## config.mk

```make
export PLATFORM = sky130hd
export DESIGN_NAME = elevator_request_scheduler
export DESIGN_NICKNAME = d
export VERILOG_FILES = /design/src/rtl/elevator_pkg.sv /design/src/rtl/elevator_floor_select.sv /design/src/rtl/elevator_request_scheduler.sv
export SDC_FILE = /design/constraint.sdc
export NUM_CORES = 1
export LEC_CHECK = 0
export CAP_MARGIN = 20
export CORE_MARGIN = 3
export CORE_UTILIZATION = 45
export CTS_CLUSTER_SIZE = 40
export DETAILED_ROUTE_END_ITERATION = 6
export HOLD_SLACK_MARGIN = 0.12
export PLACE_DENSITY = 0.72
export SYNTH_ARGS = -nofsm -noshare
export SYNTH_HDL_FRONTEND = slang
export SYNTH_SLANG_ARGS = --single-unit
```

## constraint.sdc

```tcl
create_clock -name clk -period 2.4 [get_ports clk]
set_input_delay 0.72 -clock clk [delete_from_list [all_inputs] [get_ports clk]]
set_output_delay 0.72 -clock clk [all_outputs]
set_load 0.02 [all_outputs]
```

## src/rtl/elevator_pkg.sv

```systemverilog
// rtl/elevator_pkg.sv - shared floor constants and state encodings for the elevator slice
package elevator_pkg;
    localparam int FLOOR_W    = 2;
    localparam int NUM_FLOORS = 1 << FLOOR_W;

    localparam logic [2:0] ST_IDLE        = 3'd0;
    localparam logic [2:0] ST_DISPATCH    = 3'd1;
    localparam logic [2:0] ST_WAIT_ARRIVE = 3'd2;
    localparam logic [2:0] ST_SERVICE     = 3'd3;
    localparam logic [2:0] ST_HALT        = 3'd4;

    // Controller encoding, kept here so scheduler and controller benches agree.
    localparam logic [1:0] CTRL_IDLE        = 2'd0;
    localparam logic [1:0] CTRL_MOVING_UP   = 2'd1;
    localparam logic [1:0] CTRL_MOVING_DOWN = 2'd2;
    localparam logic [1:0] CTRL_DOOR_OPEN   = 2'd3;
endpackage

```

## src/rtl/elevator_floor_select.sv

```systemverilog
// rtl/elevator_floor_select.sv - nearest pending floor above and below the car
module elevator_floor_select #(
    parameter int NUM_FLOORS = 4,
    parameter int FLOOR_W    = $clog2(NUM_FLOORS)
) (
    input  logic [NUM_FLOORS-1:0] pending,
    input  logic [FLOOR_W-1:0]    current_floor,
    output logic                  above_found,
    output logic [FLOOR_W-1:0]    above_floor,
    output logic                  below_found,
    output logic [FLOOR_W-1:0]    below_floor
);
    always_comb begin
        above_found = 1'b0;
        above_floor = '0;
        below_found = 1'b0;
        below_floor = '0;
        // Scan top-down so the last hit is the lowest floor above the car.
        for (int i = NUM_FLOORS - 1; i >= 0; i--) begin
            if (pending[i] && (FLOOR_W'(i) > current_floor)) begin
                above_found = 1'b1;
                above_floor = FLOOR_W'(i);
            end
        end
        for (int i = 0; i < NUM_FLOORS; i++) begin
            if (pending[i] && (FLOOR_W'(i) < current_floor)) begin
                below_found = 1'b1;
                below_floor = FLOOR_W'(i);
            end
        end
    end
endmodule

```

## src/rtl/elevator_request_scheduler.sv

```systemverilog
// rtl/elevator_request_scheduler.sv - SCAN scheduler feeding target/request lines to the car controller
module elevator_request_scheduler #(
    parameter int NUM_FLOORS       = elevator_pkg::NUM_FLOORS,
    parameter int FLOOR_W          = elevator_pkg::FLOOR_W,
    parameter int DISPATCH_TIMEOUT = 8
) (
    input  logic                  clk,
    input  logic                  reset,
    input  logic [NUM_FLOORS-1:0] call_req,
    input  logic [FLOOR_W-1:0]    current_floor,
    input  logic                  emergency_stop,
    input  logic                  move_up,
    input  logic                  move_down,
    input  logic                  door_open,
    output logic [FLOOR_W-1:0]    target_floor,
    output logic                  up_request,
    output logic                  down_request,
    output logic [NUM_FLOORS-1:0] pending,
    output logic                  dir_up,
    output logic                  served_valid,
    output logic [FLOOR_W-1:0]    served_floor,
    output logic                  dispatch_err,
    output logic                  busy
);
    import elevator_pkg::*;

    localparam int CNT_W = $clog2(DISPATCH_TIMEOUT + 1);

    logic [2:0]            state_q, state_d;
    logic [CNT_W-1:0]      cnt_q, cnt_d;
    logic [FLOOR_W-1:0]    target_q, target_d;
    logic                  up_q, up_d, down_q, down_d;
    logic [NUM_FLOORS-1:0] pending_q, pending_d, clr_mask;
    logic                  dir_q, dir_d;
    logic                  served_valid_q, served_valid_d;
    logic [FLOOR_W-1:0]    served_floor_q, served_floor_d;
    logic                  err_q, err_d;
    logic                  busy_q, busy_d;

    logic                  above_found, below_found;
    logic [FLOOR_W-1:0]    above_floor, below_floor;

    elevator_floor_select #(
        .NUM_FLOORS (NUM_FLOORS),
        .FLOOR_W    (FLOOR_W)
    ) u_floor_select (
        .pending       (pending_q),
        .current_floor (current_floor),
        .above_found   (above_found),
        .above_floor   (above_floor),
        .below_found   (below_found),
        .below_floor   (below_floor)
    );

    always_comb begin
        state_d        = state_q;
        cnt_d          = cnt_q;
        target_d       = target_q;
        up_d           = up_q;
        down_d         = down_q;
        dir_d          = dir_q;
        served_valid_d = 1'b0;
        served_floor_d = served_floor_q;
        err_d          = 1'b0;
        clr_mask       = '0;

        case (state_q)
            ST_IDLE: begin
                cnt_d = '0;
                // The controller cannot travel to its own floor, so serve it here.
                if (pending_q[current_floor]) begin
                    clr_mask[current_floor] = 1'b1;
                    served_valid_d          = 1'b1;
                    served_floor_d          = current_floor;
                end else if (above_found && (dir_q || !below_found)) begin
                    target_d = above_floor;
                    dir_d    = 1'b1;
                    up_d     = 1'b1;
                    state_d  = ST_DISPATCH;
                end else if (below_found) begin
                    target_d = below_floor;
                    dir_d    = 1'b0;
                    down_d   = 1'b1;
                    state_d  = ST_DISPATCH;
                end
            end
            ST_DISPATCH: begin
                cnt_d = cnt_q + 1'b1;
                if ((up_q && move_up) || (down_q && move_down)) begin
                    up_d    = 1'b0;
                    down_d  = 1'b0;
                    cnt_d   = '0;
                    state_d = ST_WAIT_ARRIVE;
                end else if (cnt_d == CNT_W'(DISPATCH_TIMEOUT)) begin
                    up_d    = 1'b0;
                    down_d  = 1'b0;
                    err_d   = 1'b1;
                    cnt_d   = '0;
                    state_d = ST_IDLE;
                end
            end
            ST_WAIT_ARRIVE: begin
                if (door_open && (current_floor == target_q)) begin
                    clr_mask[target_q] = 1'b1;
                    served_valid_d     = 1'b1;
                    served_floor_d     = target_q;
                    state_d            = ST_SERVICE;
                end
            end
            ST_SERVICE: begin
                if (!door_open) state_d = ST_IDLE;
            end
            ST_HALT: begin
                if (!emergency_stop) state_d = ST_IDLE;
            end
            default: state_d = ST_IDLE;
        endcase

        // Emergency overrides every state, including a serve decided above.
        if (emergency_stop) begin
            state_d        = ST_HALT;
            up_d           = 1'b0;
            down_d         = 1'b0;
            cnt_d          = '0;
            clr_mask       = '0;
            served_valid_d = 1'b0;
            served_floor_d = served_floor_q;
            err_d          = 1'b0;
        end

        // A clear on the same floor as a new press wins: that call is being served.
        pending_d = (pending_q | call_req) & ~clr_mask;
        busy_d    = (state_d != ST_IDLE);
    end

    always_ff @(posedge clk) begin
        if (reset) begin
            state_q        <= ST_IDLE;
            cnt_q          <= '0;
            target_q       <= '0;
            up_q           <= 1'b0;
            down_q         <= 1'b0;
            pending_q      <= '0;
            dir_q          <= 1'b1;
            served_valid_q <= 1'b0;
            served_floor_q <= '0;
            err_q          <= 1'b0;
            busy_q         <= 1'b0;
        end else begin
            state_q        <= state_d;
            cnt_q          <= cnt_d;
            target_q       <= target_d;
            up_q           <= up_d;
            down_q         <= down_d;
            pending_q      <= pending_d;
            dir_q          <= dir_d;
            served_valid_q <= served_valid_d;
            served_floor_q <= served_floor_d;
            err_q          <= err_d;
            busy_q         <= busy_d;
        end
    end

    assign target_floor = target_q;
    assign up_request   = up_q;
    assign down_request = down_q;
    assign pending      = pending_q;
    assign dir_up       = dir_q;
    assign served_valid = served_valid_q;
    assign served_floor = served_floor_q;
    assign dispatch_err = err_q;
    assign busy         = busy_q;
endmodule
```

==> results.toml <==
[outcome]
run_status = "finished clean"

[cts]
clockBufferDepth = 2
h-tree-depth = 1
hold_buffers = 0
cts_tree = "built"
clkLatencyLatePin_ns = 0.30
clkTransAtPathRegs_ns = 0.12
cts_buffers = 3
clkSinkCount = 21
cts_setup_buffers = 0
clockRootBuffer = "clkbuf_4"

[synthesis]
synthTopCellsByArea = "dfxtp_1 33%, nor2_1 6.9%, a21oi_1 4.8%"
synth_ff_type = "dfxtp_1"
synth_edf_count = 0
synth_commonest_cells = "23 x nor2_1, 21 x dfxtp_1, 14 x nand2_1"
yosys.area.top_type_share = 0.334
yosys.area.top_type = "dfxtp_1"
synth_top_family_by_area = "simple AND/OR/NAND/NOR gates"
syn_area_sq_um = 1260
ys_seq_area_frac = 0.334
syn_avg_cell_area_sq_um = 7.59
yosysWarnings = 0
synth_most_common_cell = "nor2_1"
synthArstFlopShare = 0
synth_cells = 166
ys_types = 43
synth-xor-area-share = 0.0139
synth_compound_area_frac = 0.240
syn-num-nets = 180
yosys.area_share.simple = 0.296
synth_fa_ha_area_frac = 0.0199
synthMuxAreaShare = 0.0338
ys_seq_elements = 21

[sta]
max_freq_mhz = 439
finalCritPeriodShare = 0.950
fin_skew_ns = 0.00294
worst_pin_slew_ns = 0.383
setup-violations-final = 0
hold_viol_final = 0
post-route-min-period_ns = 2.28
slew-limit-headroom = 0.741
setup_tns_ns = 0
final_max_slew_viol_count = 0
rsz0062_at_grt = "no"
fin_hold_ws_ns = 0.473

[worst_setup_path]
cp_max_fo = 4
critPathLaunchType = "primary input"
cp.arrival_ns = 2.49
crit_type = "primary input to flop"
end_kind = "flop"
worstRegToRegCells = 6
required_ns = 2.61

[pwr]
ir_drop_v = 0.000355
finalPower_mw = 0.836
p_leak_nw = 0.632
powerDensity_nw_per_um2 = 506

[drt]
wl_met1_microns = 1610
routed_wl_microns = 3370
wl_per_cell_microns = 14.6
vias = 1318
ant_nets = 0
firstDrtPassIters = 4
drcViolationCount = 0
wl_met3_microns = 180
drtIter0Drc = 51
dr_wl_met2_microns = 1550
top_layer = "met4"
vias_per_cell = 5.71

[finish]
n_antenna_cell = 0
fin_nets = 216
area_growth_pct = 31.0
layout-drive-gt1-share = 0.119

[global_routing]
grt.total_usage = 0.204
grt.overflow.total = 0
grt_max_degree = 15
grt_first_pass_wirelength_microns = 5500
antenna_found_initial = 0
grt_pass1_vias = 1183

[floorplan]
dieArea_sq_um = 3470
die_h_microns = 58.9
rows = 18
start_util = 0.491
core_area_sq_um = 2570
num_io_pins = 26
die_w_microns = 58.9

[flow_run]
max_cap_violations = 0

[hold_path]
holdPathStages = 2
hold_path_class = "flop to flop"

[placement]
gp_congestion = 0.902
dp_hpwl_microns = 2650
port_buffers = 25
## cells in the final DEF (no fill, tap or decap), types with 4 or more instances in the layout
cell / count
nor2_1: 23
inv_1: 7
a21o_1: 4
nor2b_1: 4
a21oi_1: 12
nor3_1: 4
o21ai_1: 7
nand3_1: 4
clkdlybuf4s50_1: 24
nor4_1: 4
a31oi_1: 4
dfxtp_1: 21
nand2_1: 14
buf_4: 16
## logic make-up after synthesis
logic type	Yosys count
buf+inv	18
compound gates	47
simple gates	73
fa+ha+maj	2
mux	3
xor+xnor	2
flops	21
## path summary, 6_finish.rpt
check | startpoint | endpoint | slack, ns
hold reg to reg | down_request$_SDFFE_PP0P_ | down_request$_SDFFE_PP0P_ | 0.47
setup reg to reg | pending[1]$_SDFF_PP0_ | target_floor[0]$_SDFFE_PP0P_ | 0.36
hold / removal | down_request$_SDFFE_PP0P_ | down_request$_SDFFE_PP0P_ | 0.47
setup / recovery | current_floor[1] | target_floor[0]$_SDFFE_PP0P_ | 0.12
## what timing repair did
action / 4_1_cts / 5_1_grt
setup endpoints to repair: 2 / 0
resized for setup: 2 / 0
hold endpoints to repair: 0 / 0
## sequential cells by signal (all words and copies together) (netlist names), 2 cells and up
| signal | cells |
|---|---|
| state_q | 3 |
| target_floor | 2 |
| cnt_q | 4 |
| served_floor | 2 |
| pending | 4 |
## report_power, final
| part | internal [mW] | switching [mW] | total, mW |
|---|---|---|---|
| Sequential | 0.371 | 0.0266 | 0.397 |
| Clock | 0.0621 | 0.109 | 0.171 |
| Combinational | 0.134 | 0.133 | 0.267 |
| Total | 0.566 | 0.269 | 0.836 |
## routing by layer
layer,track usage,vias to the layer above
met5,0,-
met4,0.0680,0
met3,0.0263,4
met2,0.319,41
met1,0.287,599
li1,-,674
## stage by stage
stage	instance area (sq um)	std cells	setup WS, ns	util
after floorplan	1260	166	0.139	-
after global placement	1620	227	-0.274	0.631
after detailed placement	1620	227	-0.358	0.631
after CTS	1650	231	0.124	0.643
after global routing	1650	231	0.0165	0.643
final	1650	231	0.120	0.643
## area by class of cell
type	instances	area, sq um
fillers	251	917
clock inverters	1	5.00
inverters	8	30.0
clock buffers	3	22.5
well taps	30	37.5
repair buffers	41	369
flip-flops and latches	21	420
multi-input cells	127	766
## critical path, cell delays in order
cell	delay, ns
clkdlybuf4s50_1	0.48
mux4_2	0.31
or3_4	0.41
nor3_4	0.29
mux2i_1	0.23
nor2_1	0.05
Power figures use the tool's default switching activity.
